## config.mk

```make
export PLATFORM = sky130hd
export DESIGN_NAME = reg_write_arbiter_flat
export DESIGN_NICKNAME = d
export VERILOG_FILES = /design/src/rtl/reg_write_arbiter_if.sv /design/src/rtl/reg_write_arbiter.sv /design/src/flat_wrapper.sv
export SDC_FILE = /design/constraint.sdc
export NUM_CORES = 1
export LEC_CHECK = 0
export ABC_CLOCK_PERIOD_IN_PS = 2800
export CORE_ASPECT_RATIO = 0.8
export CORE_UTILIZATION = 39
export DETAILED_ROUTE_END_ITERATION = 10
export HOLD_SLACK_MARGIN = 0.05
export PLACE_DENSITY = 0.78
export SYNTH_ARGS = -nofsm -noshare
export SYNTH_HDL_FRONTEND = slang
export SYNTH_SLANG_ARGS = --single-unit
```

## constraint.sdc

```tcl
create_clock -name clk -period 2.8 [get_ports clk]
set_clock_uncertainty 0.15 [all_clocks]
set_input_delay 0.42 -clock clk [delete_from_list [all_inputs] [get_ports clk]]
set_output_delay 0.42 -clock clk [all_outputs]
set_load 0.05 [all_outputs]
```

## src/rtl/reg_write_arbiter_if.sv

```systemverilog
// reg_write_arbiter_if: requester-side and register-bank-side bus of the write arbiter
interface reg_write_arbiter_if #(
  parameter int DATA_W  = 32,
  parameter int ADDR_W  = 3,
  parameter int NUM_REQ = 4
);
  localparam int IDW = $clog2(NUM_REQ);
  logic [NUM_REQ-1:0]        req;
  logic [NUM_REQ*ADDR_W-1:0] wr_addr;
  logic [NUM_REQ*DATA_W-1:0] wr_data;
  logic                      clear_req;
  logic [NUM_REQ-1:0]        ack;
  logic [IDW-1:0]            grant_id;
  logic [2**ADDR_W-1:0]      reg_load;
  logic [DATA_W-1:0]         reg_in;
  logic                      busy;
  logic                      clear_done;
  modport master (
    output req, wr_addr, wr_data, clear_req,
    input  ack, grant_id, reg_load, reg_in, busy, clear_done
  );
  modport slave (
    input  req, wr_addr, wr_data, clear_req,
    output ack, grant_id, reg_load, reg_in, busy, clear_done
  );
endinterface

```

## src/rtl/reg_write_arbiter.sv

```systemverilog
// reg_write_arbiter: round-robin owner of a register bank's single write port, plus bank clear
module reg_write_arbiter #(
  parameter int DATA_W  = 32,
  parameter int ADDR_W  = 3,
  parameter int NUM_REQ = 4
) (
  input logic                clk,
  input logic                rst_n,
  reg_write_arbiter_if.slave bus
);
  localparam int IDW  = $clog2(NUM_REQ);
  localparam int NREG = 2**ADDR_W;
  typedef enum logic [1:0] {IDLE, GRANT, CLEAR} state_t;
  state_t            state_q;
  logic [IDW-1:0]    ptr_q, gid_q, win, idx;
  logic              found;
  logic [ADDR_W-1:0] cnt_q;
  logic [NREG-1:0]   load_q;
  logic [DATA_W-1:0] in_q;
  logic [NUM_REQ-1:0] ack_q;
  logic              busy_q, done_q;
  // first set request at or after ptr_q; walking offsets downward lets the smallest offset win
  always_comb begin
    win   = '0;
    idx   = '0;
    found = 1'b0;
    for (int k = NUM_REQ - 1; k >= 0; k--) begin
      idx = ptr_q + IDW'(k);
      if (bus.req[idx]) begin
        win   = idx;
        found = 1'b1;
      end
    end
  end
  // control FSM; every bank-facing output is registered so it is valid for the whole cycle
  always_ff @(posedge clk or negedge rst_n) begin
    if (!rst_n) begin
      state_q <= IDLE;
      ptr_q   <= '0;
      gid_q   <= '0;
      cnt_q   <= '0;
      load_q  <= '0;
      in_q    <= '0;
      ack_q   <= '0;
      busy_q  <= 1'b0;
      done_q  <= 1'b0;
    end else begin
      case (state_q)
        IDLE: begin
          if (bus.clear_req) begin
            state_q <= CLEAR;
            cnt_q   <= '0;
            load_q  <= NREG'(1);
            in_q    <= '0;
            busy_q  <= 1'b1;
            done_q  <= (NREG == 1);
          end else if (found) begin
            state_q <= GRANT;
            load_q  <= NREG'(1) << bus.wr_addr[win*ADDR_W +: ADDR_W];
            in_q    <= bus.wr_data[win*DATA_W +: DATA_W];
            ack_q   <= NUM_REQ'(1) << win;
            gid_q   <= win;
            ptr_q   <= win + 1'b1;
            busy_q  <= 1'b1;
          end
        end
        GRANT: begin
          state_q <= IDLE;
          load_q  <= '0;
          ack_q   <= '0;
          busy_q  <= 1'b0;
        end
        CLEAR: begin
          if (cnt_q == ADDR_W'(NREG - 1)) begin
            state_q <= IDLE;
            cnt_q   <= '0;
            load_q  <= '0;
            busy_q  <= 1'b0;
            done_q  <= 1'b0;
          end else begin
            cnt_q  <= cnt_q + 1'b1;
            load_q <= load_q << 1;
            done_q <= (cnt_q == ADDR_W'(NREG - 2));
          end
        end
        default: state_q <= IDLE;
      endcase
    end
  end
  assign bus.reg_load   = load_q;
  assign bus.reg_in     = in_q;
  assign bus.ack        = ack_q;
  assign bus.grant_id   = gid_q;
  assign bus.busy       = busy_q;
  assign bus.clear_done = done_q;
endmodule

```

## src/flat_wrapper.sv

```systemverilog
// flat-port wrapper written by rule: the top's interface ports become plain ports
module reg_write_arbiter_flat 
#(
  parameter int DATA_W  = 32,
  parameter int ADDR_W  = 3,
  parameter int NUM_REQ = 4
)
  (clk, rst_n, bus_req, bus_wr_addr, bus_wr_data, bus_clear_req, bus_ack, bus_grant_id, bus_reg_load, bus_reg_in, bus_busy, bus_clear_done);
  reg_write_arbiter_if #(.DATA_W(DATA_W), .ADDR_W(ADDR_W), .NUM_REQ(NUM_REQ)) bus_i ();
  input logic clk;
  input logic rst_n;
  input wire logic [$bits(bus_i.req)-1:0] bus_req;
  input wire logic [$bits(bus_i.wr_addr)-1:0] bus_wr_addr;
  input wire logic [$bits(bus_i.wr_data)-1:0] bus_wr_data;
  input wire logic [$bits(bus_i.clear_req)-1:0] bus_clear_req;
  output wire logic [$bits(bus_i.ack)-1:0] bus_ack;
  output wire logic [$bits(bus_i.grant_id)-1:0] bus_grant_id;
  output wire logic [$bits(bus_i.reg_load)-1:0] bus_reg_load;
  output wire logic [$bits(bus_i.reg_in)-1:0] bus_reg_in;
  output wire logic [$bits(bus_i.busy)-1:0] bus_busy;
  output wire logic [$bits(bus_i.clear_done)-1:0] bus_clear_done;
  assign bus_i.req = bus_req;
  assign bus_i.wr_addr = bus_wr_addr;
  assign bus_i.wr_data = bus_wr_data;
  assign bus_i.clear_req = bus_clear_req;
  assign bus_ack = bus_i.ack;
  assign bus_grant_id = bus_i.grant_id;
  assign bus_reg_load = bus_i.reg_load;
  assign bus_reg_in = bus_i.reg_in;
  assign bus_busy = bus_i.busy;
  assign bus_clear_done = bus_i.clear_done;
  reg_write_arbiter #(.DATA_W(DATA_W), .ADDR_W(ADDR_W), .NUM_REQ(NUM_REQ)) u_core (.clk(clk), .rst_n(rst_n), .bus(bus_i));
endmodule
```

[Yosys cells after proc, flatten, opt, wreduce, memory -nomap -nowiden]
Index checks and enable logic that the tools add are counted.
Word-level totals
  bits in registers: 55
  bits in writable memories: 0
  latch bits: 0
  bits in read-only memories: 0
  memories kept: 0
  logic and storage cells: 84
Cells by class
  $lt $le $gt $ge: 4
  div/mod/pow operators: 0
  mux-type cells: 39
  multipliers: 1
  equality and inequality tests: 9
  reductions and logical operators: 12
  $add $sub $neg: 5
  shift-type cells: 4
  bitwise logic cells: 1
Operators with widths (number)
  variable part select 128 x 8 -> 32 bit: 1
  two-way mux 32 bit: 2
  two-way mux 8 bit: 3
  case mux 8 bit (3 select lines): 1
  two-way mux 2 bit: 7
  two-way mux 1 bit: 13
  < comparator 2 x 3 -> 1 bit, second input constant: 4
  variable part select 12 x 5 -> 3 bit: 1
  AND reduction 3 bit: 3
  binary-select mux 1 bit (select 2 bit): 4
  two-way mux 4 bit: 2
  case mux 4 bit (2 select lines): 1
  AND reduction 2 bit: 4
  << shifter 1 x 3 -> 8 bit, first input constant: 1
  equality test 3 bit, second input constant: 2
  two-way mux 3 bit: 2
  case mux 3 bit (2 select lines): 1
  nonzero test 2 bit: 3
  adder 2 x 1 -> 2 bit, second input constant: 2
  adder 2 bit, second input constant: 2
  multiplier 2 x 2 -> 4 bit, second input constant: 1
  != test 2 x 1 -> 1 bit, second input constant: 2
  != test 2 bit, second input constant: 2
  case mux 2 bit (2 select lines): 1
  other kinds (10): 10

[Logic depth before layout (Yosys ltp)]
Gate-level depths: netlist of the first run.
  depth in word-level cells: 13
  mapped depth: 10
  mapped depth without buffers: 7

[Least setup slack after synthesis of the first run]
Ideal clock, no wire load.
  path type: register -> register
  start point: register u_core.state_q[1]
  end point: register u_core.in_q[22] (netlist: u_core.bus.reg_in[22])
  path buffers: 3
  required time: 2.582 ns
  setup slack: 0.729 ns
  cell stages (with the launch flop): 9
  data arrival time: 1.853 ns
  cells stage by stage: dfrtp_1 -> inv_1 -> ha_1 -> clkbuf_1 -> nand2b_1 -> clkbuf_1 -> nor2_1 -> clkbuf_1 -> a32o_1
On the way
  cells in the longest elaborated chain, start to end: 2
Ends and longest elaborated chain
  from (decl): line reg_write_arbiter.sv:14  | state_t state_q;
  from (signal assigned): line reg_write_arbiter.sv:38  | state_q <= IDLE;
  from (signal assigned): line reg_write_arbiter.sv:51  | state_q <= CLEAR;
  from (signal assigned): line reg_write_arbiter.sv:58  | state_q <= GRANT;
  zero test 2 bit: line reg_write_arbiter.sv:48  | case (state_q)
  AND reduction 2 bit (no source line)
  to (signal assigned): line reg_write_arbiter.sv:60  | in_q <= bus.wr_data[win*DATA_W +: DATA_W];
  to (decl): line reg_write_arbiter.sv:19  | logic [DATA_W-1:0] in_q;
No other way between the ends.
A chain may end at the register's enable or synchronous reset.

[Worst setup path after layout of the first run]
  start point: input port bus_req[3]
  end point: register u_core.load_q[3] (netlist: u_core.bus.reg_load[3])
On the way
  cells in the longest elaborated chain, start to end: 12
Ends and longest elaborated chain
  from (decl): line flat_wrapper.sv:12  | input wire logic [$bits(bus_i.req)-1:0] bus_req;
  binary-select mux 1 bit (select 2 bit): line reg_write_arbiter.sv:29  | if (bus.req[idx]) begin
  two-way mux 1 bit (implied by the code): line reg_write_arbiter.sv:29
  two-way mux 2 bit (4 in series): line reg_write_arbiter.sv:29
  multiplier 2 x 2 -> 4 bit: line reg_write_arbiter.sv:59  | load_q <= NREG'(1) << bus.wr_addr[win*ADDR_W +: ADDR_W];
  variable part select 12 x 5 -> 3 bit: line reg_write_arbiter.sv:59
  << shifter 1 x 3 -> 8 bit: line reg_write_arbiter.sv:59
  two-way mux 8 bit: line reg_write_arbiter.sv:57  | end else if (found) begin
  two-way mux 8 bit: line reg_write_arbiter.sv:50  | if (bus.clear_req) begin
  case mux 8 bit (3 select lines): line reg_write_arbiter.sv:48
  to (signal assigned): line reg_write_arbiter.sv:59
  to (signal assigned): line reg_write_arbiter.sv:82  | load_q <= load_q << 1;
  to (decl): line reg_write_arbiter.sv:18  | logic [NREG-1:0] load_q;
Parallel ways exist; a longest one is shown, timed or not. The select of a mux whose other input is x is not followed.

==> summary.txt, run 1 <==
Clock tree
  – CTS root buf: clkbuf_16
  – Clock latency on the worst-skew pair: approximately 280 ps
  – Clock Tree Buf Depth: 2
  – Post-cts gate resize count: 0
  – Clock tree sinks: 55
  – Post-CTS Setup Bufs: 0
  – Clk slew on worst S/H paths: approximately 70 ps
  – CTS buffer count: 5
  – H-tree levels: 2
  – CTS tree: done

Logic synthesis
  – Post-Synth Adder-Cell Area: a little under 4%
  – Post-synthesis mux area share: under 10%
  – Synthesized flop and latch total: 55
  – Simple-gate portion of the synthesized area: approximately 30%
  – Ys async rst share: between 90% and 100%
  – Sequential area share after synthesis: 38.95%
  – Synth Area in Compound Gates: 19.41%
  – Synth Flop Type: dfrtp_1
  – Synth unique cells: 39
  – Synthesized area per cell: roughly 8 um^2
  – Synthesized netlist cell count: between 400 and 500
  – EDFF count, synth: 0
  – Ys Warns: 0
  – Syn Nets: roughly 600
  – Post-Synth XOR/XNOR Area: 0%
  – Largest family of logic cells by synthesized area: simple AND/OR/NAND/NOR gates
  – Post-Syn Area: approximately 0.0035 mm^2

Power and ir drop
  – Power, Total: between 5 and 6 mW
  – Pwr dens: 963.2 mW/mm^2
  – VDD IR max: about 0.00043 V
  – Lkg Pwr: around 2.4 nW

Global routing
  – Largest net degree at the start of global routing: 56
  – Total global-route track usage: between 20% and 30%
  – Vias in the first global route: a little under 4k
  – Initial antenna violation count: 0
  – Gr ovfl total: 0
  – First-pass GRT wire length: 18,850 um

Route
  – Routed vias/inst: 5.473
  – DR vias: between 4k and 5k
  – DRT iter0 DRCs: 301
  – DRT Pass-1 Iters: 4
  – ANT nets after route: 0
  – Drc violations: 0
  – DRT Wirelength: approximately 12,000 um
  – Drt wl/cell: 16.85 um

Timing
  – Fin crit share: 86.50%
  – Fin worst setup slack: roughly 380 ps
  – RSZ-0062 raised after global routing: false
  – Final setup viols: 0
  – Actual slew at the worst max-slew pin: ~610 ps
  – Final Hold Fails: 0
  – Setup TNS: 0 ps
  – Fmax: ~410 MHz
  – Max-slew headroom: 57.95%
  – Minimum clock period: roughly 2400 ps
  – Final hold slack: between 300 and 400 ps
  – Pins Over Slew Limit: 0

Final layout
  – Layout cells sized above 1: between 5 and 6%
  – Area grow syn2layout: 62.50%
  – N_diodes: 0
  – Final nets: 778
  – Fill cells: approximately 710
  – Post-Layout Inst Area: roughly 0.0057 mm^2
  – FF/Latch Area: ~0.0014 mm^2
  – Multi-input combinational cell area: ~0.0020 mm^2

Die
  – Die Area: roughly 0.0094 mm^2
  – CORE AREA: between 0.008 and 0.009 mm^2
  – Num ports: ~200
  – Initial Util: 40.93%
  – Std cell rows: 30
  – Die Y: just under 90 um
  – Die X-Extent: approximately 110 um

Setup path
  – Crit path max fanout: 6
  – Reg2Reg Setup Slack: ~440 ps
  – Critical path capture point type: flop
  – Critical Path Source Type: input pin
  – CP arrival: 2470 ps
  – Data required time of the worst path: approximately 2900 ps
  – CP Class: input pin to flop

Placed design
  – Gp weighted congestion: approximately 0.86
  – Buffers on Ports: 194
  – DP Wirelength: between 9000 and 10,000 um
  – Dpl cell area: approximately 0.0056 mm^2
  – Post-place setup slack: 146.7 ps

Job
  – Max_cap viols: 0

Status
  – Status: completed

Hold path
  – Hold WC Path Type: flop to flop
logic make-up after synthesis:
| logic type | count (synthesis) |
|---|---|
| AO/OA/AOI/OAI | 80 |
| adder cells (fa/ha/maj) | 11 |
| buffers and inverters | 39 |
| flip-flops | 55 |
| multiplexers | 6 |
| AND/OR/NAND/NOR | 247 |
cell usage after synthesis, types with 2 or more instances:
| cell | n | area, um^2 |
|---|---|---|
| dfrtp_1 | 55 | 1376 |
| inv_1 | 3 | 11.26 |
| clkbuf_1 | 13 | 48.80 |
| o221ai_1 | 7 | 61.31 |
| ha_1 | 11 | 137.6 |
| nand3_1 | 71 | 355.3 |
| buf_2 | 14 | 70.07 |
| mux2i_1 | 5 | 50.05 |
| a32oi_1 | 5 | 43.79 |
| a32o_1 | 36 | 360.4 |
| nand2_1 | 157 | 589.3 |
| a21oi_1 | 3 | 15.01 |
| buf_6 | 6 | 67.56 |
| nand2b_1 | 6 | 37.54 |
| nor2_1 | 5 | 18.77 |
| inv_2 | 2 | 7.510 |
| o21ai_0 | 13 | 65.06 |
| o21ai_1 | 5 | 25.02 |
routing by layer:
| metal | share of wire, % | global-route usage [%] |
|---|---|---|
| met5 | 0 | 0 |
| met4 | 2.3 | 7.862 |
| met3 | 8.6 | 5.236 |
| met2 | 48 | 43.90 |
| met1 | 41 | 31.99 |
layout by cell type (no fill, tap or decap), drive strengths merged, types with 2 or more instances in the layout:
master         count
nand2b             6
inv                5
clkdlybuf4s50    193
nor2               6
buf               15
dfrtp             55
a32oi              6
a21oi              4
mux2i              5
and2               2
nand3             71
a32o              36
o221ai             7
ha                11
o21ai             18
nand2            157
clkbuf             6
layout make-up:
cell class | count | area share (%)
clock buffer | 6 | 2.245
inverter | 5 | 0.3269
multi-input combinational | 344 | 33.97
sequential | 55 | 23.97
tap | 112 | 2.441
timing repair buffer | 209 | 37.05
metrics by stage:
stage | util (%) | cells
floorplan | - | 438
global placement | 64.90 | 724
detailed placement | 64.90 | 724
CTS | 66.51 | 731
global route | 66.51 | 731
finish | 66.51 | 731
state kept, by name, indices dropped and copies added, names as in the netlist:
name                   flops
u_core.bus.busy            1
u_core.state_q             2
u_core.cnt_q               3
u_core.ptr_q               2
u_core.bus.reg_in         32
u_core.bus.grant_id        2
u_core.bus.ack             4
u_core.bus.clear_done      1
u_core.bus.reg_load        8
power breakdown:
group | internal (mW) | switching (mW) | total, mW
clock | 0.323 | 0.273 | 0.596
sequential | 1.09 | 0.205 | 1.30
combinational | 1.40 | 2.24 | 3.64
total | 2.81 | 2.72 | 5.53
repair_timing:
item,CTS,global route
hold endpoints to repair,14,0
hold buffers,1,0
endpoints found under the setup margin,0,0
worst max-delay path, cell delays in order:
cell and delay (ps):
clkdlybuf4s50_1 570, or2_1 250, nor3_1 100, a2111oi_0 620, or2b_1 330, o221ai_1 190
final timing paths:
kind | from | to | cells past startpoint
min in group asynchronous | rst_n | u_core.bus.reg_in[15]$_DFFE_PN0P_ | 2
max reg2reg | u_core.state_q[1]$_DFFE_PN0P_ | u_core.bus.reg_in[9]$_DFFE_PN0P_ | 6
min | u_core.bus.reg_in[21]$_DFFE_PN0P_ | u_core.bus.reg_in[21]$_DFFE_PN0P_ | 1
max in group asynchronous | rst_n | u_core.bus.reg_in[29]$_DFFE_PN0P_ | 3
max | bus_req[3] | u_core.bus.reg_load[3]$_DFFE_PN0P_ | 6
min reg2reg | u_core.bus.reg_in[21]$_DFFE_PN0P_ | u_core.bus.reg_in[21]$_DFFE_PN0P_ | 1
Power figures use the tool's default switching activity.
==> run 2: changes to the inputs <==
- RECOVER_POWER: default -> 100
==> run 2 against run 1 <==
Against the previous run:
- register-to-register slack barely moved
- critical path type unchanged
- critical path depth did not move
- clock power barely moved
- via count rose by 0.92%
==> summary.txt, run 2 (synthesis gave the netlist of run 1 again) <==
Setup path
  – Critical path capture point type: flop
  – CP arrival: between 2000 and 3000 ps
  – Critical Path Source Type: input pin
  – Data required time of the worst path: 2850 ps
  – Crit path max fanout: 6
  – CP Class: input pin to flop

Die
  – CORE AREA: between 0.008 and 0.009 mm^2
  – Die Area: ~0.0094 mm^2
  – Std cell rows: 30
  – Die Y: a little under 90 um
  – Initial Util: between 40% and 50%
  – Die X-Extent: about 110 um
  – Num ports: 195

Route
  – DRT Wirelength: between 10,000 and 15,000 um
  – DRT Pass-1 Iters: 5
  – ANT nets after route: 0
  – Drc violations: 0
  – DRT iter0 DRCs: 288
  – Routed vias/inst: approximately 5.5
  – DR vias: roughly 4.0k
  – Drt wl/cell: about 17 um

Clock tree
  – Clock tree sinks: 55
  – CTS tree: done
  – CTS root buf: clkbuf_16
  – Clock latency on the worst-skew pair: between 200 and 300 ps
  – Clk slew on worst S/H paths: around 70 ps
  – Clock Tree Buf Depth: 2
  – H-tree levels: 2
  – CTS buffer count: 5
  – Post-CTS Setup Bufs: 0

Final layout
  – Area grow syn2layout: 62.32%
  – Layout cells sized above 1: between 4 and 5%
  – Post-Layout Inst Area: around 0.0057 mm^2
  – N_diodes: 0
  – FF/Latch Area: 0.001376 mm^2
  – Post-layout util: around 66%
  – Commonest non-fill, non-tap cell in the layout: nand2_1
  – Layout Cells excl Fill: around 730
  – Multi-input combinational cell area: between 0.0015 and 0.002 mm^2
  – Final nets: between 700 and 800
  – Fill cells: 717
  – Largest register FFs: 32
  – Commonest non-fill, non-tap cells in the layout: nand2_1, clkdlybuf4s50_1, nand3_1

Placed design
  – Gp weighted congestion: around 0.86
  – Post-place setup slack: about 150 ps
  – DP Wirelength: between 9000 and 10,000 um
  – Dpl cells: around 720
  – Buffers on Ports: a little under 200
  – Dpl cell area: 0.005603 mm^2

Power and ir drop
  – Power, Total: ~5.4 mW
  – VDD IR max: ~0.00043 V
  – Pwr dens: around 950 mW/mm^2
  – Lkg Pwr: around 2.5 nW

Timing
  – Minimum clock period: between 2000 and 3000 ps
  – Fmax: just under 400 MHz
  – Max-slew headroom: approximately 45%
  – Actual slew at the worst max-slew pin: a little over 800 ps
  – Setup TNS: 0 ps
  – Final Hold Fails: 0
  – Final setup viols: 0
  – Fin worst setup slack: between 200 and 300 ps
  – Fin crit share: between 80% and 90%
  – Pins Over Slew Limit: 0
  – RSZ-0062 raised after global routing: false
  – Final hold slack: between 300 and 400 ps

Global routing
  – Initial antenna violation count: 0
  – Vias in the first global route: 3,843
  – Gr ovfl total: 0
  – Largest net degree at the start of global routing: 56
  – Total global-route track usage: between 20% and 30%
  – First-pass GRT wire length: around 19,000 um

Job
  – Max_cap viols: 0

Status
  – Status: completed

Hold path
  – Hold WC Path Type: flop to flop
-- run 2: final cells by class --
type | count | area share (%)
tap | 112 | 2.443
inverter | 5 | 0.3272
clock buffer | 6 | 2.247
sequential | 55 | 24.00
timing repair buffer | 209 | 37.00
multi-input combinational | 344 | 33.99
-- run 2: report_power, final --
group          switching, mW  total, mW  internal (mW)
Combinational           2.24       3.54           1.30
Sequential             0.194       1.29           1.09
Clock                  0.275      0.598          0.323
Total                   2.71       5.42           2.71
-- run 2: what timing repair did --
item | in CTS | in global routing
hold endpoints to repair | 14 | 0
gates resized for setup | 0 | 0
endpoints found under the setup margin | 0 | 0
hold buffers | 1 | 0
-- run 2: final timing paths --
kind                                                          from                                 end  slack [ps]  depth (start not counted)
min in group asynchronous                                    rst_n   u_core.bus.reg_in[15]$_DFFE_PN0P_         600                          2
worst min-delay path            u_core.bus.grant_id[1]$_DFFE_PN0P_  u_core.bus.grant_id[1]$_DFFE_PN0P_         330                          2
worst min register to register  u_core.bus.grant_id[1]$_DFFE_PN0P_  u_core.bus.grant_id[1]$_DFFE_PN0P_         330                          2
worst max-delay path                                    bus_req[3]  u_core.bus.reg_load[3]$_DFFE_PN0P_         280                          6
worst max register to register       u_core.state_q[1]$_DFFE_PN0P_    u_core.bus.reg_in[9]$_DFFE_PN0P_         440                          6
max in group asynchronous                                    rst_n   u_core.bus.reg_in[23]$_DFFE_PN0P_         810                          3
-- run 2: layer usage --
layer  vias up  part of all wire [%]  track usage [%]
met5         -                     0                0
met1      1914                    42            31.99
met2       174                    48            43.90
met3        21                   7.7            5.236
li1       1929                     -                -
met4         0                   2.2            7.862
-- run 2: worst max-delay path: stages --
cell and delay (ps):
clkdlybuf4s50_1 570, or2_0 320, nor3_1 120, a2111oi_0 620, or2b_1 330, o221ai_1 190
